[src/rtl/wb_melody_pkg.sv]
// wb_melody_pkg: register map, FSM states and FIFO entry width for wb_melody_seq
package wb_melody_pkg;
  localparam logic [7:0] ADR_FREQ   = 8'h00;
  localparam logic [7:0] ADR_PUSH   = 8'h04;
  localparam logic [7:0] ADR_CTRL   = 8'h08;
  localparam logic [7:0] ADR_STATUS = 8'h0C;
  localparam int ENTRY_W = 48;
  typedef enum logic [1:0] {IDLE, LOAD, WAIT, PLAY} state_t;
endpackage

[src/rtl/melody_fifo.sv]
// melody_fifo: synchronous FIFO with push/pop/flush and occupancy count
module melody_fifo #(
  parameter int DEPTH = 16,
  parameter int W = 48
) (
  input  logic clk,
  input  logic reset,
  input  logic push,
  input  logic pop,
  input  logic flush,
  input  logic [W-1:0] din,
  output logic [W-1:0] dout,
  output logic full,
  output logic empty,
  output logic [$clog2(DEPTH):0] count
);
  localparam int AW = $clog2(DEPTH);
  localparam int CW = AW + 1;
  logic [W-1:0] mem [DEPTH];
  logic [AW-1:0] rd, wr;
  logic push_ok, pop_ok;
  assign full = count == CW'(DEPTH);
  assign empty = count == '0;
  assign push_ok = push & ~full;
  assign pop_ok = pop & ~empty;
  assign dout = mem[rd];
  always_ff @(posedge clk) if (push_ok) mem[wr] <= din;
  always_ff @(posedge clk) begin
    if (reset || flush) begin
      rd <= '0;
      wr <= '0;
      count <= '0;
    end else begin
      if (push_ok) wr <= wr + AW'(1);
      if (pop_ok) rd <= rd + AW'(1);
      count <= count + CW'(push_ok) - CW'(pop_ok);
    end
  end
endmodule

[src/rtl/wb_melody_seq.sv]
// wb_melody_seq: Wishbone note sequencer driving a tone generator from a (freq, duration) FIFO
// Define WAIT_DONE_EN to hold each note until tone_done_i before its duration starts.
module wb_melody_seq
  import wb_melody_pkg::*;
#(
  parameter int TICK_DIV = 50000,
  parameter int DEPTH = 16
) (
  input  logic clk,
  input  logic reset,
  input  logic wb_stb_i,
  input  logic wb_cyc_i,
  output logic wb_ack_o,
  input  logic wb_we_i,
  input  logic [31:0] wb_adr_i,
  input  logic [3:0] wb_sel_i,
  input  logic [31:0] wb_dat_i,
  output logic [31:0] wb_dat_o,
  output logic [31:0] freq_o,
  output logic stop_o,
  input  logic tone_done_i
);
  localparam int PW = $clog2(TICK_DIV);
  state_t state, next;
  logic ack_r, acc, wr, push, pop, flush, ctrl_wr, stat_wr;
  logic run, ovf, full, empty, wrap, last;
  logic [7:0] adr;
  logic [31:0] freq_stage, rdata;
  logic [ENTRY_W-1:0] entry, head;
  logic [15:0] dur;
  logic [PW-1:0] presc;
  logic [$clog2(DEPTH):0] count;
  logic unused;
  assign unused = &{1'b0, wb_sel_i, wb_adr_i[31:8]
`ifndef WAIT_DONE_EN
    , tone_done_i
`endif
  };
  assign adr = wb_adr_i[7:0];
  assign acc = wb_stb_i & wb_cyc_i & ~ack_r;
  assign wb_ack_o = wb_stb_i & wb_cyc_i & ack_r;
  assign wr = acc & wb_we_i;
  assign push = wr && adr == ADR_PUSH;
  assign ctrl_wr = wr && adr == ADR_CTRL;
  assign stat_wr = wr && adr == ADR_STATUS;
  assign flush = ctrl_wr & wb_dat_i[1];
  assign wrap = presc == PW'(TICK_DIV - 1);
  assign last = dur == 16'd0 || (wrap && dur == 16'd1);
  melody_fifo #(.DEPTH(DEPTH), .W(ENTRY_W)) u_fifo (
    .clk(clk), .reset(reset), .push(push), .pop(pop), .flush(flush),
    .din({freq_stage, wb_dat_i[15:0]}), .dout(head),
    .full(full), .empty(empty), .count(count)
  );
  always_comb begin
    rdata = adr == ADR_CTRL ? {31'b0, run} :
            adr == ADR_STATUS ? {16'b0, 8'(count), 4'b0, ovf, full, empty, state != IDLE} : 32'b0;
  end
  always_ff @(posedge clk) begin
    if (reset) begin
      ack_r <= 1'b0;
      wb_dat_o <= '0;
      freq_stage <= '0;
      run <= 1'b0;
      ovf <= 1'b0;
    end else begin
      ack_r <= acc;
      if (acc) wb_dat_o <= rdata;
      if (wr && adr == ADR_FREQ) freq_stage <= wb_dat_i;
      if (ctrl_wr) run <= wb_dat_i[0];
      if (push && full) ovf <= 1'b1;
      else if (stat_wr && wb_dat_i[3]) ovf <= 1'b0;
    end
  end
  always_ff @(posedge clk) state <= reset ? IDLE : next;
  always_comb begin
    next = state;
    pop = 1'b0;
    if (!run) next = IDLE;
    else begin
      unique case (state)
        IDLE: if (!empty) begin
          pop = 1'b1;
          next = LOAD;
        end
`ifdef WAIT_DONE_EN
        LOAD: next = WAIT;
        WAIT: if (tone_done_i) next = PLAY;
`else
        LOAD: next = PLAY;
`endif
        PLAY: if (last) begin
          pop = !empty;
          next = empty ? IDLE : LOAD;
        end
        default: next = IDLE;
      endcase
    end
  end
  // The popped entry is latched so LOAD sees it after the FIFO head has advanced.
  always_ff @(posedge clk) begin
    if (reset) begin
      entry <= '0;
      freq_o <= '0;
      stop_o <= 1'b1;
      dur <= '0;
      presc <= '0;
    end else begin
      if (pop) entry <= head;
      if (next == IDLE) stop_o <= 1'b1;
      else if (state == LOAD) begin
        freq_o <= entry[47:16];
        stop_o <= entry[47:16] == 32'd0;
        dur <= entry[15:0];
        presc <= '0;
      end else if (state == PLAY) begin
        presc <= wrap ? '0 : presc + PW'(1);
        if (wrap) dur <= dur - 16'd1;
      end
    end
  end
endmodule
[config.mk]
export PLATFORM = sky130hd
export DESIGN_NAME = wb_melody_seq
export DESIGN_NICKNAME = d
export VERILOG_FILES = /design/src/rtl/wb_melody_pkg.sv /design/src/rtl/melody_fifo.sv /design/src/rtl/wb_melody_seq.sv
export SDC_FILE = /design/constraint.sdc
export NUM_CORES = 1
export LEC_CHECK = 0
export CORE_ASPECT_RATIO = 0.9
export CORE_MARGIN = 8
export CORE_UTILIZATION = 50
export CTS_CLUSTER_SIZE = 25
export DETAILED_ROUTE_END_ITERATION = 8
export PLACE_DENSITY_LB_ADDON = 0.3
export RECOVER_POWER = 25
export SKIP_CTS_REPAIR_TIMING = 1
export SYNTH_ARGS = -nofsm -noshare
export SYNTH_HDL_FRONTEND = slang
export SYNTH_SLANG_ARGS = --single-unit
[constraint.sdc]
create_clock -name clk -period 11.8 [get_ports clk]
set_input_delay 2.36 -clock clk [delete_from_list [all_inputs] [get_ports clk]]
set_output_delay 2.36 -clock clk [all_outputs]
set_load 0.01 [all_outputs]
==> After elaboration in Yosys (flattened, before gate mapping) <==
Memories as Yosys holds them, arrays and structs flattened. A register that Yosys moved wholly into a read port is not among the register bits.
Cells that the tools add are included.
{ "word_totals": {"wordCells": 84, "romBits": 0, "register_bits": 147, "input_bits": 74, "latchBits": 0, "mem_count": 1, "out_inout_bits": 66, "ramBits": 768} }
{ "mem_list": {"columns": ["memory", "depth", "word_bits", "read_ports", "rd_clocked_by_memory_dff", "wr", "line", "text"], "rows": [
  ["u_fifo.mem", 16, 48, 1, 1, 1, "melody_fifo.sv:19", "logic [W-1:0] mem [DEPTH];"]
]} }
{ "op_classes": {"mul": 0, "addsub": 6, "order_cmp": 0, "n_div": 0, "shift": 0, "n_eq_ne": 8, "mux": 21, "reduce_logical": 24, "bitwise_logic": 11} }
{ "ops": {"columns": ["op", "n"], "rows": [
  ["16-bit two-way mux", 6],
  ["32-bit zero test", 1],
  ["13-bit two-way mux", 2],
  ["16-bit by 1-bit adder with 16-bit output, second input constant", 1],
  ["16-bit by 1-bit equality test with 1-bit output, second input constant", 1],
  ["16-bit equality test, second input constant", 1],
  ["8-bit by 4-bit equality test with 1-bit output, second input constant", 2],
  ["16-bit zero test", 1],
  ["16-bit by 1-bit subtractor with 16-bit output, second input constant", 1],
  ["4-bit by 1-bit adder with 4-bit output, second input constant", 2],
  ["8-bit by 3-bit equality test with 1-bit output, second input constant", 1],
  ["8-bit zero test", 1],
  ["1-bit two-way mux", 8],
  ["2-bit nonzero test", 4],
  ["1-bit AND", 7],
  ["1-bit logical AND", 7],
  ["2-bit two-way mux", 3],
  ["2-bit case mux with 3 select lines", 1],
  ["5-bit by 1-bit adder with 5-bit output", 1],
  ["5-bit equality test, second input constant", 1],
  ["5-bit zero test", 1],
  ["5-bit by 1-bit subtractor with 5-bit output", 1],
  ["2-bit zero test", 2],
  ["1-bit inverter", 4],
  ["8 further kinds", 10]
]} }

==> Logic depth before layout (Yosys ltp) <==
{ "logic_depth": {"word_depth": 9, "mapped_depth": 18, "ltp_nobuf": 17} }

==> By module <==
A second synthesis with hierarchy kept.
{ "hier_totals": {"cells_unflattened": 2117, "area_unflattened_um2": 36548.8} }
{ "modules_own_cells": {"columns": ["module", "area_per_inst_um2", "n_inst", "cells_per_inst", "seq_area_each_um2"], "rows": [
  ["melody_fifo", 29555.8, 1, 1283, 23402.4],
  ["wb_melody_seq", 6993.0, 1, 834, 3183.1]
]} }

==> Least setup slack after synthesis <==
No wires, ideal clock.
{ "synth_timing": {"path_type": "input port to flip-flop", "start": "in wb_cyc_i", "end": "mem u_fifo.mem[3][0] (enable)", "path_buffers": 0, "t_arrival_ns": 7.182, "setup_slack_ns": 4.105, "required_time_ns": 11.287, "path_stages": 6, "setup_time_ns": 0.513, "cell_sequence": "and3b_1 > nand2_1 > or4_1 > nor3_1 > nand2_1 > nor3_1"} }
{ "synth_between": {"elab_chain_len": 7} }
{ "synth_lines": {"columns": ["item", "line", "text"], "rows": [
  ["start, declared", "wb_melody_seq.sv:12", "input logic wb_cyc_i,"],
  ["1-bit AND (2 in a row)", "wb_melody_seq.sv:40", "assign acc = wb_stb_i & wb_cyc_i & ~ack_r;"],
  ["1-bit AND", "wb_melody_seq.sv:42", "assign wr = acc & wb_we_i;"],
  ["1-bit logical AND", "wb_melody_seq.sv:43", "assign push = wr && adr == ADR_PUSH;"],
  ["1-bit AND", "melody_fifo.sv:24", "assign push_ok = push & ~full;"],
  ["net u_fifo.push_ok", "melody_fifo.sv:21", "logic push_ok, pop_ok;"],
  ["1-bit two-way mux", "melody_fifo.sv:27", "always_ff @(posedge clk) if (push_ok) mem[wr] <= din;"],
  ["1-bit two-way mux (implied by the code)", "melody_fifo.sv:27", null],
  ["end, declared", "melody_fifo.sv:19", null]
]} }
The timed path passes the listed nets, and every way through them passes these cells.

==> Final worst setup path <==
{ "layout_timing": {"start": "in wb_cyc_i", "end": "mem u_fifo.mem[4][11] (enable)"} }
Same word-level chain as after synthesis.

==> flow_metrics.env <==
export IMPL_outcome="finished, final reports clean"
export IMPL_cp_buffers_inverters=2
export IMPL_avgSynthCellArea_um2=17.89
export IMPL_hold_path_class="reg2reg"
export IMPL_synth_edf_count=768
export IMPL_rows=93
export IMPL_ys_seq_elements=940
export IMPL_synthDistinctLibCells=66
export IMPL_final_area_um2=41210
export IMPL_leakagePower_nw=13.80
export IMPL_synth_top_cell_area_share_pct=63.63
export IMPL_r2r_end="u_fifo.mem[4][11]"
export IMPL_ir_drop_uv=121.9
export IMPL_period_share_pct=53.74
export IMPL_r2r_slack_ns=7.35
export IMPL_postLayoutCoreUtil_pct=57.49
export IMPL_ctsLongestPathBuffers=3
export IMPL_worst_pin_slew_ns=1.126
export IMPL_antenna_found_initial=2
export IMPL_grt_pass1_vias=19329
export IMPL_dp_cells=2986
export IMPL_synthFlopType="edfxtp_1"
export IMPL_max_clock_freq_mhz=157.7
export IMPL_p_per_area_nw_per_um2=158.8
export IMPL_synthCells=2026
export IMPL_hold_end="freq_o[23]"
export IMPL_finalMaxSlewViolations=0
export IMPL_dieArea_um2=81370
export IMPL_final_common_cell="edfxtp_1"
export IMPL_htreeDepth=3
export IMPL_cp_common_cell="nand2_1"
export IMPL_clk_pin_slew_ns=0.06
export IMPL_hold_depth=2
export IMPL_r2r_start="ack_r"
export IMPL_clock_latency_ns=0.65
export IMPL_end_kind="register"
export IMPL_grt_max_degree=81
export IMPL_startpoint_type="input pin"
export IMPL_crit_required_ns=12.07
export IMPL_n_antenna_cell=0
export IMPL_ys_warn_count=0
export IMPL_grt_overflow_total=0
export IMPL_slowest_stage="nor3_1"
export IMPL_grtUsageTotal_pct=20.40
export IMPL_fin_tns_setup_ns=0
export IMPL_ys_seq_area_share_pct=73.13
export IMPL_initial_core_util_pct=50.56
export IMPL_drc_errors=0
export IMPL_hp_start="freq_o[23]"
export IMPL_setup_viol=0
export IMPL_routedWlPerCell_um=26.62
export IMPL_stdcell_count=3157
export IMPL_hpwl_um=41620
export IMPL_vias=19245
export IMPL_core_um2=71680
export IMPL_pin_count=140
export IMPL_path_cells="clkdlybuf4s50_1 -> and3b_1 -> nand2_1 -> or4_1 -> nor3_1 -> nand2_1 -> nor2_4 -> buf_4"
export IMPL_hold_ws_ns=0.4547
export IMPL_drive_gt1_share_pct=20.53
export IMPL_dpl_instance_area_um2=38170
export IMPL_drt_total_wl_um=84030
export IMPL_rr_worst_depth=7
export IMPL_worstPathArrival_ns=6.61
export IMPL_tritoncts="built"
export IMPL_synth_largest_area_cell="edfxtp_1"
export IMPL_numCtsBuffers=91
export IMPL_final_cell_mix="edfxtp_1, nand2_1, mux4_2"
export IMPL_cts_root_buf="clkbuf_16"
export IMPL_port_buffers=87
export IMPL_crit_family="simple AND/OR/NAND/NOR gates"
export IMPL_cts_sinks=940
export IMPL_synthTopCellsByArea="edfxtp_1, mux4_2, dfxtp_1"
export IMPL_syn_cell_area_um2=36240
export IMPL_dr_pass1_iters=5
export IMPL_maxSlewHeadroom_pct=24.95
export IMPL_die_w_um=299.8
export IMPL_nNetsFinal=2223
export IMPL_globalplace_congestion=0.8080
export IMPL_hold_viol=0
export IMPL_die_y_um=271.4
export IMPL_cpPeakStageDelay_ns=0.89
export IMPL_viasPerCell=6.096
export IMPL_skew_ns=0.03063
export IMPL_syn_to_final_growth_pct=13.71
export IMPL_drt_iter0_markers=2082
export IMPL_rsz0062_at_grt="no"
export IMPL_grt_pass1_wl_um=124600
export IMPL_crit_fanout=29
export IMPL_criticalPathCategory="in2reg"
export IMPL_async_flop_share_pct=0
export IMPL_fin_crit_ns=6.342
export IMPL_ant_nets=0
export IMPL_maxCapViolations=0
-- flip-flops by register name, summed over array words and instances, names as in the netlist --
| signal | count |
|---|---|
| u_fifo.rd | 4 |
| state | 2 |
| presc | 16 |
| stop_o | 1 |
| entry | 48 |
| u_fifo.wr | 4 |
| wb_dat_o | 9 |
| freq_o | 32 |
| ack_r | 1 |
| u_fifo.mem | 768 |
| ovf | 1 |
| dur | 16 |
| freq_stage | 32 |
| u_fifo.count | 5 |
| run | 1 |
-- layout make-up --
cell class,count,area (um2)
well taps,950,1189
multi-input cells,953,9266
inverters,25,93.84
fillers,5300,30470
clock buffers,118,2511
clock inverters,53,526.8
flip-flops and latches,940,26520
repair buffers,118,1105
-- worst max-delay path by stage --
stage	from	to	slack, ns	cells past startpoint
floorplan	wb_cyc_i	u_fifo.mem[3][0]	4.11	6
global placement	wb_cyc_i	u_fifo.mem[4][25]	4.92	8
detailed placement	wb_cyc_i	u_fifo.mem[4][25]	4.77	8
CTS	wb_cyc_i	u_fifo.mem[4][6]	5.44	8
global route	wb_stb_i	u_fifo.mem[4][17]	5.28	8
finish	wb_cyc_i	u_fifo.mem[4][11]	5.46	8
-- worst register-to-register path, cell delays in order, from the launching register on --
cell and delay (ns):
dfxtp_1 0.32, and3b_1 0.24, nand2_1 0.09, or4_1 0.52
nor3_1 0.89, nand2_1 0.50, nor2_4 0.85, buf_4 0.68
-- routing by layer --
| metal | vias to the layer above | share of wire, % | GRT usage (%) |
|---|---|---|---|
| met2 | 888 | 47 | 31.84 |
| met1 | 10028 | 42 | 29.45 |
| met3 | 126 | 8.8 | 4.058 |
| met4 | 4 | 2.2 | 5.558 |
| met5 | - | 0.025 | 0 |
| li1 | 8199 | - | - |
-- power breakdown --
part           internal (mW)  leakage, nW  switching, mW  total, mW
Clock                   1.70         1.49           1.23       2.93
Sequential              3.55         9.49       0.000896       3.55
Combinational         0.0190         2.81         0.0415     0.0605
Total                   5.27         13.8           1.27       6.55
-- cell families (layout without fill, tap and decap cells) --
family	Yosys count	in the layout	synth area share [%]
flip-flops	940	940	73.13
adder cells (fa/ha/maj)	20	20	0.7112
XOR/XNOR	10	10	0.2417
AO/OA/AOI/OAI	229	229	3.808
multiplexers	247	247	15.11
AND/OR/NAND/NOR	424	424	5.092
buffers and inverters	155	314	1.895
other	1	23	0.01035
-- cells in the mapped netlist (4+ instances only) --
cell	instances
nand4_1	7
ha_1	19
a32o_1	4
mux4_2	240
nand2b_1	7
mux2i_1	7
nor3_1	17
xnor2_1	5
or3_1	6
nor4_1	18
nand2_1	266
a21oi_1	139
a22oi_1	13
nand3_1	9
buf_1	20
clkbuf_1	84
xor2_1	5
o21ai_0	27
inv_1	23
edfxtp_1	768
or4_1	7
buf_4	24
dfxtp_1	172
a311oi_1	6
nor2_1	63
and3_1	8
a31oi_1	4
-- through the flow --
stage / setup WS [ns] / total power [mW]
global placement: 4.924 / 3.679
global route: 5.281 / 6.723
CTS: 5.439 / 6.594
detailed placement: 4.772 / 3.682
finish: 5.458 / 6.546
floorplan: 4.105 / 3.654
(Power assumes the default switching activity.)
